### config.mk
export PLATFORM = sky130hd
export DESIGN_NAME = ifetch_unit
export DESIGN_NICKNAME = d
export VERILOG_FILES = /design/src/rtl/ifetch_pkg.sv /design/src/rtl/ifetch_fifo.sv /design/src/rtl/ifetch_unit.sv
export SDC_FILE = /design/constraint.sdc
export NUM_CORES = 1
export LEC_CHECK = 0
export BUFFER_PORTS_ARGS = -buffer_cell sky130_fd_sc_hd__clkbuf_2
export CORE_ASPECT_RATIO = 0.5
export CORE_MARGIN = 2
export CORE_UTILIZATION = 25
export DETAILED_ROUTE_END_ITERATION = 10
export GPL_TIMING_DRIVEN = 0
export HOLD_SLACK_MARGIN = 0.02
export PLACE_DENSITY = 0.51
export SYNTH_ARGS = -nofsm -noshare
export SYNTH_HDL_FRONTEND = slang
export SYNTH_SLANG_ARGS = --single-unit
### constraint.sdc
create_clock -name clk -period 7.2 [get_ports clk]
set_input_delay 1.44 -clock clk [delete_from_list [all_inputs] [get_ports clk]]
set_output_delay 1.44 -clock clk [all_outputs]
set_load 0.02 [all_outputs]
### src/rtl/ifetch_pkg.sv
// ifetch_pkg: shared types and defaults for the per-core
// instruction fetch stage.
package ifetch_pkg;

    localparam int ADDR_W_DEF = 8;
    localparam int DEPTH_DEF  = 4;
    localparam int RD_LAT_DEF = 1;

    typedef enum logic [1:0] {
        IDLE,
        REQ,
        DATA,
        DROP
    } fetch_state_e;

    typedef struct packed {
        logic [7:0]            instr;
        logic [ADDR_W_DEF-1:0] pc;
    } fetch_entry_t;

endpackage

### src/rtl/ifetch_fifo.sv
// ifetch_fifo: prefetch buffer of {byte, pc} entries with
// flush, simultaneous push/pop (legal when full) and count.
module ifetch_fifo
    import ifetch_pkg::*;
#(
    parameter int  DEPTH   = DEPTH_DEF,
    parameter type entry_t = fetch_entry_t
) (
    input  logic                   clk,
    input  logic                   rst_n,
    input  logic                   flush_i,
    input  logic                   push_i,
    input  entry_t                 data_i,
    input  logic                   pop_i,
    output entry_t                 data_o,
    output logic                   valid_o,
    output logic [$clog2(DEPTH):0] count_o,
    output logic                   full_o
);

    localparam int PW = $clog2(DEPTH);
    localparam logic [PW:0] FULL_CNT = DEPTH[PW:0];

    entry_t          buf_q [DEPTH];
    logic [PW-1:0]   rd_ptr_q;
    logic [PW-1:0]   wr_ptr_q;
    logic [PW:0]     cnt_q;
    logic            do_push;
    logic            do_pop;

    assign do_pop  = pop_i && (cnt_q != '0);
    assign do_push = push_i && ((cnt_q != FULL_CNT) || do_pop);

    // Entry storage; a flush only rewinds pointers.
    always_ff @(posedge clk or negedge rst_n) begin
        if (!rst_n) begin
            for (int i = 0; i < DEPTH; i++) begin
                buf_q[i] <= '0;
            end
        end else if (do_push && !flush_i) begin
            buf_q[wr_ptr_q] <= data_i;
        end
    end

    // Pointer and occupancy tracking; flush beats push and pop.
    always_ff @(posedge clk or negedge rst_n) begin
        if (!rst_n) begin
            rd_ptr_q <= '0;
            wr_ptr_q <= '0;
            cnt_q    <= '0;
        end else if (flush_i) begin
            rd_ptr_q <= '0;
            wr_ptr_q <= '0;
            cnt_q    <= '0;
        end else begin
            if (do_push) begin
                wr_ptr_q <= wr_ptr_q + 1'b1;
            end
            if (do_pop) begin
                rd_ptr_q <= rd_ptr_q + 1'b1;
            end
            if (do_push && !do_pop) begin
                cnt_q <= cnt_q + 1'b1;
            end else if (do_pop && !do_push) begin
                cnt_q <= cnt_q - 1'b1;
            end
        end
    end

    assign data_o  = buf_q[rd_ptr_q];
    assign valid_o = (cnt_q != '0);
    assign count_o = cnt_q;
    assign full_o  = (cnt_q == FULL_CNT);

endmodule

### src/rtl/ifetch_unit.sv
// ifetch_unit: per-core fetch FSM that requests bytes from the
// shared instruction-memory controller and buffers them.
module ifetch_unit
    import ifetch_pkg::*;
#(
    parameter int                ADDR_W   = ADDR_W_DEF,
    parameter int                DEPTH    = DEPTH_DEF,
    parameter int                RD_LAT   = RD_LAT_DEF,
    parameter logic [ADDR_W-1:0] RESET_PC = '0
) (
    input  logic              clk,
    input  logic              rst_n,
    input  logic              pc_load,
    input  logic [ADDR_W-1:0] pc_load_val,
    output logic              instr_valid,
    output logic [7:0]        instr,
    output logic [ADDR_W-1:0] instr_pc,
    input  logic              instr_ready,
    output logic              mem_rden,
    output logic [ADDR_W-1:0] mem_addr,
    input  logic              mem_acq,
    input  logic [7:0]        mem_q
);

    typedef struct packed {
        logic [7:0]        instr;
        logic [ADDR_W-1:0] pc;
    } entry_t;

    localparam int CW = $clog2(DEPTH) + 1;
    localparam logic [1:0]    LAT    = RD_LAT[1:0];
    localparam logic [CW-1:0] ALMOST = CW'(DEPTH - 1);

    fetch_state_e      state_q, state_d;
    logic [ADDR_W-1:0] pc_q, pc_d;
    logic [1:0]        cnt_q, cnt_d;
    logic              push;
    logic              pop;
    logic              room;
    logic              fifo_full;
    logic [CW-1:0]     fifo_count;
    entry_t            wr_entry;
    entry_t            head;

    // A redirect flushes the FIFO, so a same-cycle pop is void.
    assign pop  = instr_valid && instr_ready && !pc_load;
    // Room for another request once the current byte lands.
    assign room = pop || (fifo_count < ALMOST);

    assign wr_entry = '{instr: mem_q, pc: pc_q};

    // Next state, fetch PC and latency countdown.
    always_comb begin
        state_d = state_q;
        pc_d    = pc_q;
        cnt_d   = cnt_q;
        push    = 1'b0;
        unique case (state_q)
            IDLE: begin
                if (pc_load || !fifo_full) begin
                    state_d = REQ;
                end
            end
            REQ: begin
                if (mem_acq) begin
                    cnt_d   = LAT;
                    state_d = pc_load ? DROP : DATA;
                end else if (pc_load) begin
                    state_d = IDLE;
                end
            end
            DATA: begin
                cnt_d = cnt_q - 2'd1;
                if (cnt_q == 2'd1) begin
                    if (pc_load) begin
                        state_d = IDLE;
                    end else begin
                        push    = 1'b1;
                        pc_d    = pc_q + 1'b1;
                        state_d = room ? REQ : IDLE;
                    end
                end else if (pc_load) begin
                    state_d = DROP;
                end
            end
            DROP: begin
                cnt_d = cnt_q - 2'd1;
                if (cnt_q == 2'd1) begin
                    state_d = IDLE;
                end
            end
            default: state_d = IDLE;
        endcase
        if (pc_load) begin
            pc_d = pc_load_val;
        end
    end

    // State, PC and counter registers.
    always_ff @(posedge clk or negedge rst_n) begin
        if (!rst_n) begin
            state_q <= IDLE;
            pc_q    <= RESET_PC;
            cnt_q   <= '0;
        end else begin
            state_q <= state_d;
            pc_q    <= pc_d;
            cnt_q   <= cnt_d;
        end
    end

    assign mem_rden = (state_q == REQ);
    assign mem_addr = pc_q;

    ifetch_fifo #(
        .DEPTH   (DEPTH),
        .entry_t (entry_t)
    ) u_fifo (
        .clk     (clk),
        .rst_n   (rst_n),
        .flush_i (pc_load),
        .push_i  (push),
        .data_i  (wr_entry),
        .pop_i   (pop),
        .data_o  (head),
        .valid_o (instr_valid),
        .count_o (fifo_count),
        .full_o  (fifo_full)
    );

    assign instr    = head.instr;
    assign instr_pc = head.pc;

endmodule

# Yosys cells after proc, flatten, opt, wreduce, memory -nomap -nowiden
# Cells that the tools add are included.
[classes] eq_ne=11 n_lt_le_gt_ge=4 addsub=6 muxes=31 reduce_logical=27 bitwise=2
[op_table] operator="$bwmux W64" n=1
[op_table] operator="$mux W16" n=3
[op_table] operator="$bmux W16 S2" n=1
[op_table] operator="$demux W16 S2" n=1
[op_table] operator="$mux W8" n=3
[op_table] operator="$mux W2" n=11
[op_table] operator="$reduce_bool A2 Y1" n=5
[op_table] operator="$mux W3" n=3
[op_table] operator="$add A8 B1 Y8 const B" n=1
[op_table] operator="$logic_and A1 B1 Y1" n=8
[op_table] operator="$pmux W2 S4" n=1
[op_table] operator="$ge A3 B3 Y1 const B" n=2
[op_table] operator="$mux W1" n=6
[op_table] operator="$ne A3 B3 Y1 const B" n=2
[op_table] operator="$not A2 Y3" n=2
[op_table] operator="$reduce_bool A3 Y1" n=2
[op_table] operator="$add A2 B1 Y2 const B" n=2
[op_table] operator="$eq A2 B1 Y1 const B" n=2
[op_table] operator="$eq A2 B2 Y1 const B" n=2
[op_table] operator="$logic_not A1 Y1" n=4
[op_table] operator="$ne A2 B2 Y1 const B" n=2
[op_table] operator="$pmux W2 S2" n=1
[op_table] operator="$reduce_and A2 Y1" n=2
[op_table] operator="$reduce_and A4 Y1" n=1
[op_table] operator="11 further kinds" n=13
[word_totals] ff_bits=83

# Logic depth before layout (Yosys ltp)
[depth] ltp_word=11 mapped_depth=9 ltp_nobuf=9

# Hierarchy
# Synthesis repeated with hierarchy kept, for this count alone.
[hier_totals] hier_cells=296 hier_area_um2=4284.1
[modules_own_cells] mod="ifetch_fifo" area_per_inst_um2=3572.2 cells_per_inst=219 seq_area_each_um2=1776.7 instances=1
[modules_own_cells] mod="ifetch_unit" area_per_inst_um2=711.9 cells_per_inst=77 seq_area_each_um2=300.3 instances=1

# Least setup slack after synthesis
# Ideal clock, no wire load.
[synth_timing] path_type="input to register" from="input instr_ready" to="register u_fifo.cnt_q[2] (netlist: u_fifo.count_o[2])" path_stages=7 setup_ps=136 t_arrival_ps=3112 required_time_ps=7064 setup_slack_ps=3952 path_cell_list="nor4b_4 nor2_8 and2_2 fa_1 or3_1 a31oi_1 a21oi_1"
[synth_via] elab_chain_cells=8 elab_cells_between_ends=12 cone_classes="mux (2); reduce/logical (10)"
[synth_rtl] element="start: declaration" line_no="ifetch_unit.sv:18" rtl="input logic instr_ready,"
[synth_rtl] element="$logic_and A1 B1 Y1 * (2 in series)" line_no="ifetch_unit.sv:46" rtl="assign pop = instr_valid && instr_ready && !pc_load;"
[synth_rtl] element="$logic_and A1 B1 Y1 *" line_no="ifetch_fifo.sv:31" rtl="assign do_pop = pop_i && (cnt_q != '0);"
[synth_rtl] element="$logic_or A1 B1 Y1" line_no="ifetch_fifo.sv:32" rtl="assign do_push = push_i && ((cnt_q != FULL_CNT) || do_pop);"
[synth_rtl] element="$logic_and A1 B1 Y1" line_no="ifetch_fifo.sv:32"
[synth_rtl] element="$logic_and A1 B1 Y1 or $logic_not A1 Y1 (tied branches)" line_no="ifetch_fifo.sv:62, ifetch_fifo.sv:64"
[synth_rtl] element="$mux W3 or $logic_and A1 B1 Y1 (tied branches)" line_no="ifetch_fifo.sv:62, ifetch_fifo.sv:64"
[synth_rtl] element="$mux W3 or $reduce_bool A3 Y1 (tied branches)"
[synth_rtl] element="end signal: assignment" line_no="ifetch_fifo.sv:63" rtl="cnt_q <= cnt_q + 1'b1;"
[synth_rtl] element="end signal: assignment" line_no="ifetch_fifo.sv:65" rtl="cnt_q <= cnt_q - 1'b1;"
[synth_rtl] element="end: declaration" line_no="ifetch_fifo.sv:27" rtl="logic [PW:0] cnt_q;"
# Every way passes the cells marked *; elsewhere a longest branch is shown, timed or not.
# A chain may end at the register's enable or synchronous reset.

# Final worst setup path
[layout_timing] from="register u_fifo.rd_ptr_q[0]" to="output instr[2]"
[layout_via] elab_chain_cells=4
[layout_rtl] element="start: declaration" line_no="ifetch_fifo.sv:25" rtl="logic [PW-1:0] rd_ptr_q;"
[layout_rtl] element="start signal: assignment" line_no="ifetch_fifo.sv:60" rtl="rd_ptr_q <= rd_ptr_q + 1'b1;"
[layout_rtl] element="$not A2 Y3 (not written as such)" line_no="ifetch_fifo.sv:70" rtl="assign data_o = buf_q[rd_ptr_q];"
[layout_rtl] element="$bmux W16 S2" line_no="ifetch_fifo.sv:70"
[layout_rtl] element="$mux W16 (not written as such) (2 in series)" line_no="ifetch_fifo.sv:70"
[layout_rtl] element="end: declaration" line_no="ifetch_unit.sv:16" rtl="output logic [7:0] instr,"
# No other way between the ends. The select of a mux whose other input is x is not followed.

==> flow_summary.ini <==
[run_status]
run_status = finished, final reports clean

[sta]
fin_tns_setup_ns = 0
hold_viol = 0
setup_viol = 0
relSlewSlack_pct = 55.9
fin_crit_ns = 3.55
timing.fmax_mhz = 282
rsz0062_at_grt = no
period_share_pct = 49.3
max_slew.worst_pin.slew_ns = 0.662
finClkSkew_ns = 0.00798
finalMaxSlewViolations = 0

[worst_setup_path]
worst-setup-path-type = register to output port
cp_max_fo = 10
crit_chain = buf_2 -> buf_2 -> mux4_2 -> clkbuf_2
slowest_delay_ns = 0.57
crit_path_start = u_fifo.rd_ptr_q[0]$_DFFE_PN0P_
cp.arrival_ns = 2.11
endpoint_kind = output port
start_kind = register
cpMostUsedCell = buf_2
cp_data_required_time_ns = 5.76
crit_family = buffers and inverters
r2r_start = u_fifo.count_o[1]$_DFFE_PN0P_
crit_slowest_cell = mux4_2
crit_buf_inv = 3

[clocking]
clk_latency_ns = 0.34
cts_hold_buf = 0
h-tree-depth = 3
cts_resized = 0
clock_sink_count = 83
cts_root_buf = clkbuf_16
postCtsSetupRepairBufs = 0
clock_path_buffers = 2
cts_tree = built
numCtsBuffers = 9
clk_pin_slew_worst_paths_ns = 0.07

[final_layout]
drive_above_1_share_pct = 48.0
area_growth_pct = 20.2
antenna_cells = 0
final_net_count = 373
instances_no_fill = 577
fillers = 1661

[floorplan]
boundaryPins = 47
die_y_um = 95.6
dieArea_sq_mm = 0.0179
die_w_um = 187
core_sq_mm = 0.0164
initial_core_util_pct = 25.6
fp-row-count = 33

[power]
power.density_mw_per_mm2 = 351
power_frac_seq_pct = 36.2
swShare_pct = 33.7
p_switching_mw = 0.598
power_frac_comb_pct = 36.8
pwr-share-clk_pct = 27.0
vdd_drop_max_uv = 140
leakage_nw = 2.45
p_int_mw = 1.17

[place]
port-buffer-count = 46
hpwl_um = 5640
dpl.cell_count = 561
place.gp.congestion = 0.702

[drt]
vias = 2437
drc = 0
post_drt_via_cell_ratio = 4.22
drtPass1Iterations = 4
drt-initial-drc-count = 123
antenna_left = 0
wl_per_cell_um = 14.6
wl_um = 8430

[synthesis]
ys_warn_count = 0
synth_top_family_by_area = multiplexers
synthMuxAreaShare_pct = 30.4
ys_types = 42
synth-compound-area-share_pct = 3.64
synth_edf_count = 0
async_flop_share_pct = 100
syn-cell-area_sq_mm = 0.00419
synth_ff_type = dfrtp_1
synthXorXnorAreaFrac_pct = 1.88
syn_avg_cell_area_sq_um = 14.6
ys_ff_latch = 83
mappedNetlistNets = 315
yosys.area_share.simple_pct = 8.29
synth-seq-area-share_pct = 49.5
syn_inst = 287
synth_fa_ha_area_share_pct = 2.27

[run]
drv_cap = 0

[hold_path]
hold_class = register to register
min_from = cnt_q[0]$_DFFE_PN0P_

[global_route]
overflow = 0
grt_max_degree = 47
first_global_vias = 2501
grt_pass1_wl_um = 13600
antenna_found_initial = 0
grt.total_usage_pct = 10.1
[power groups by stage]
stage | registers (mW) | clock network, mW | logic [mW]
3_5_place_dp | 0.648 | 0 | 0.664
5_1_grt | 0.654 | 0.512 | 0.715
6_report | 0.641 | 0.479 | 0.652
4_1_cts | 0.642 | 0.494 | 0.666
3_3_place_gp | 0.647 | 0 | 0.657
2_1_floorplan | 0.632 | 0 | 0.498
[worst paths after layout]
kind / endpoint / slack (ns) / cells past startpoint
worst max-delay path: instr[2] / 3.65 / 4
worst min-delay path: cnt_q[0]$_DFFE_PN0P_ / 0.50 / 1
worst max register to register: u_fifo.count_o[2]$_DFFE_PN0P_ / 4.73 / 7
worst min register to register: cnt_q[0]$_DFFE_PN0P_ / 0.50 / 1
max in group asynchronous: u_fifo.buf_q[49]$_DFFE_PN0P_ / 5.41 / 2
min in group asynchronous: u_fifo.buf_q[25]$_DFFE_PN0P_ / 1.15 / 1
[per-layer routing]
layer | vias to the layer above | part of all wire (%) | GRT usage, % | wire [um]
li1 | 1154 | - | - | -
met1 | 1252 | 48 | 12.9 | 4070
met2 | 23 | 48 | 16.3 | 4070
met3 | 8 | 2.2 | 2.76 | 184
met4 | 0 | 1.2 | 4.03 | 105
met5 | - | 0 | 0 | 0
[worst register-to-register path: cells and delay by family, from the launching register on]
family / cells / cell delay, ns
and+or+nand+nor: 4 / 1.19
DFF: 1 / 0.46
adders and majority gates: 1 / 0.42
AOI/OAI and AO/OA: 2 / 0.26
[cells in the mapped netlist, types with 2 or more instances]
library cell	instances	area [sq um]
buf_12	4	80.1
inv_1	5	18.8
a21oi_1	8	40.0
buf_6	2	22.5
mux2_2	26	293
nor2b_1	2	12.5
buf_2	5	25.0
nand2_1	17	63.8
dfrtp_1	83	2080
xnor2_1	3	26.3
nor3_1	3	15.0
nor2_1	11	41.3
mux4_2	16	360
clkbuf_1	6	22.5
o21ai_0	11	55.1
nand4_1	2	12.5
xor2_1	6	52.6
ha_1	6	75.1
nand3_1	3	15.0
nand2_4	4	45.0
nor4_1	2	12.5
mux2_4	40	601
a31oi_1	2	12.5
mux2i_1	2	20.0
[cells by family (layout without fill, tap and decap cells)]
kind of cell,count (synthesis),count (layout)
muxes,84,84
DFF,83,83
and+or+nand+nor,55,55
AOI/OAI and AO/OA,27,27
buffers and inverters,22,85
xor gates and xnor gates,9,9
adders and majority gates,7,7
[metrics by stage]
| step | utilization [%] | setup WS, ns | total power, mW | area, sq um | hold WS (ns) |
|---|---|---|---|---|---|
| floorplan | - | 3.95 | 1.13 | 4190 | 0.454 |
| global placement | 28.7 | 3.66 | 1.30 | 4710 | 0.480 |
| detailed placement | 28.9 | 3.65 | 1.31 | 4730 | 0.488 |
| CTS | 30.8 | 3.58 | 1.80 | 5040 | 0.498 |
| global route | 30.8 | 3.51 | 1.88 | 5040 | 0.513 |
| finish | 30.8 | 3.65 | 1.77 | 5040 | 0.497 |
[cells in the final DEF, fill, tap and decap left out, types with 8 or more instances in the layout]
cell	n
nand2_1	17
mux2_2	26
clkbuf_16	9
mux2_4	40
dfrtp_1	83
o21ai_0	11
mux4_2	16
a21oi_1	8
clkbuf_2	45
nor2_1	11
[final cells by class]
type | count | area, sq um | area share [%]
clock inverters | 6 | 71.3 | 1.41
multi-input cells | 182 | 1950 | 38.6
plain buffers | 17 | 150 | 2.98
flip-flops and latches | 83 | 2080 | 41.2
clock buffers | 10 | 239 | 4.74
well taps | 227 | 284 | 5.63
inverters | 5 | 18.8 | 0.372
repair buffers | 47 | 253 | 5.01
[state kept, by name, summed over array words and instances, names as in the netlist]
| name | count |
|---|---|
| cnt_q | 2 |
| mem_addr | 8 |
| state_q | 2 |
| u_fifo.buf_q | 64 |
| u_fifo.count_o | 3 |
| u_fifo.rd_ptr_q | 2 |
| u_fifo.wr_ptr_q | 2 |
Note: power is estimated with default switching activity, not from simulation.
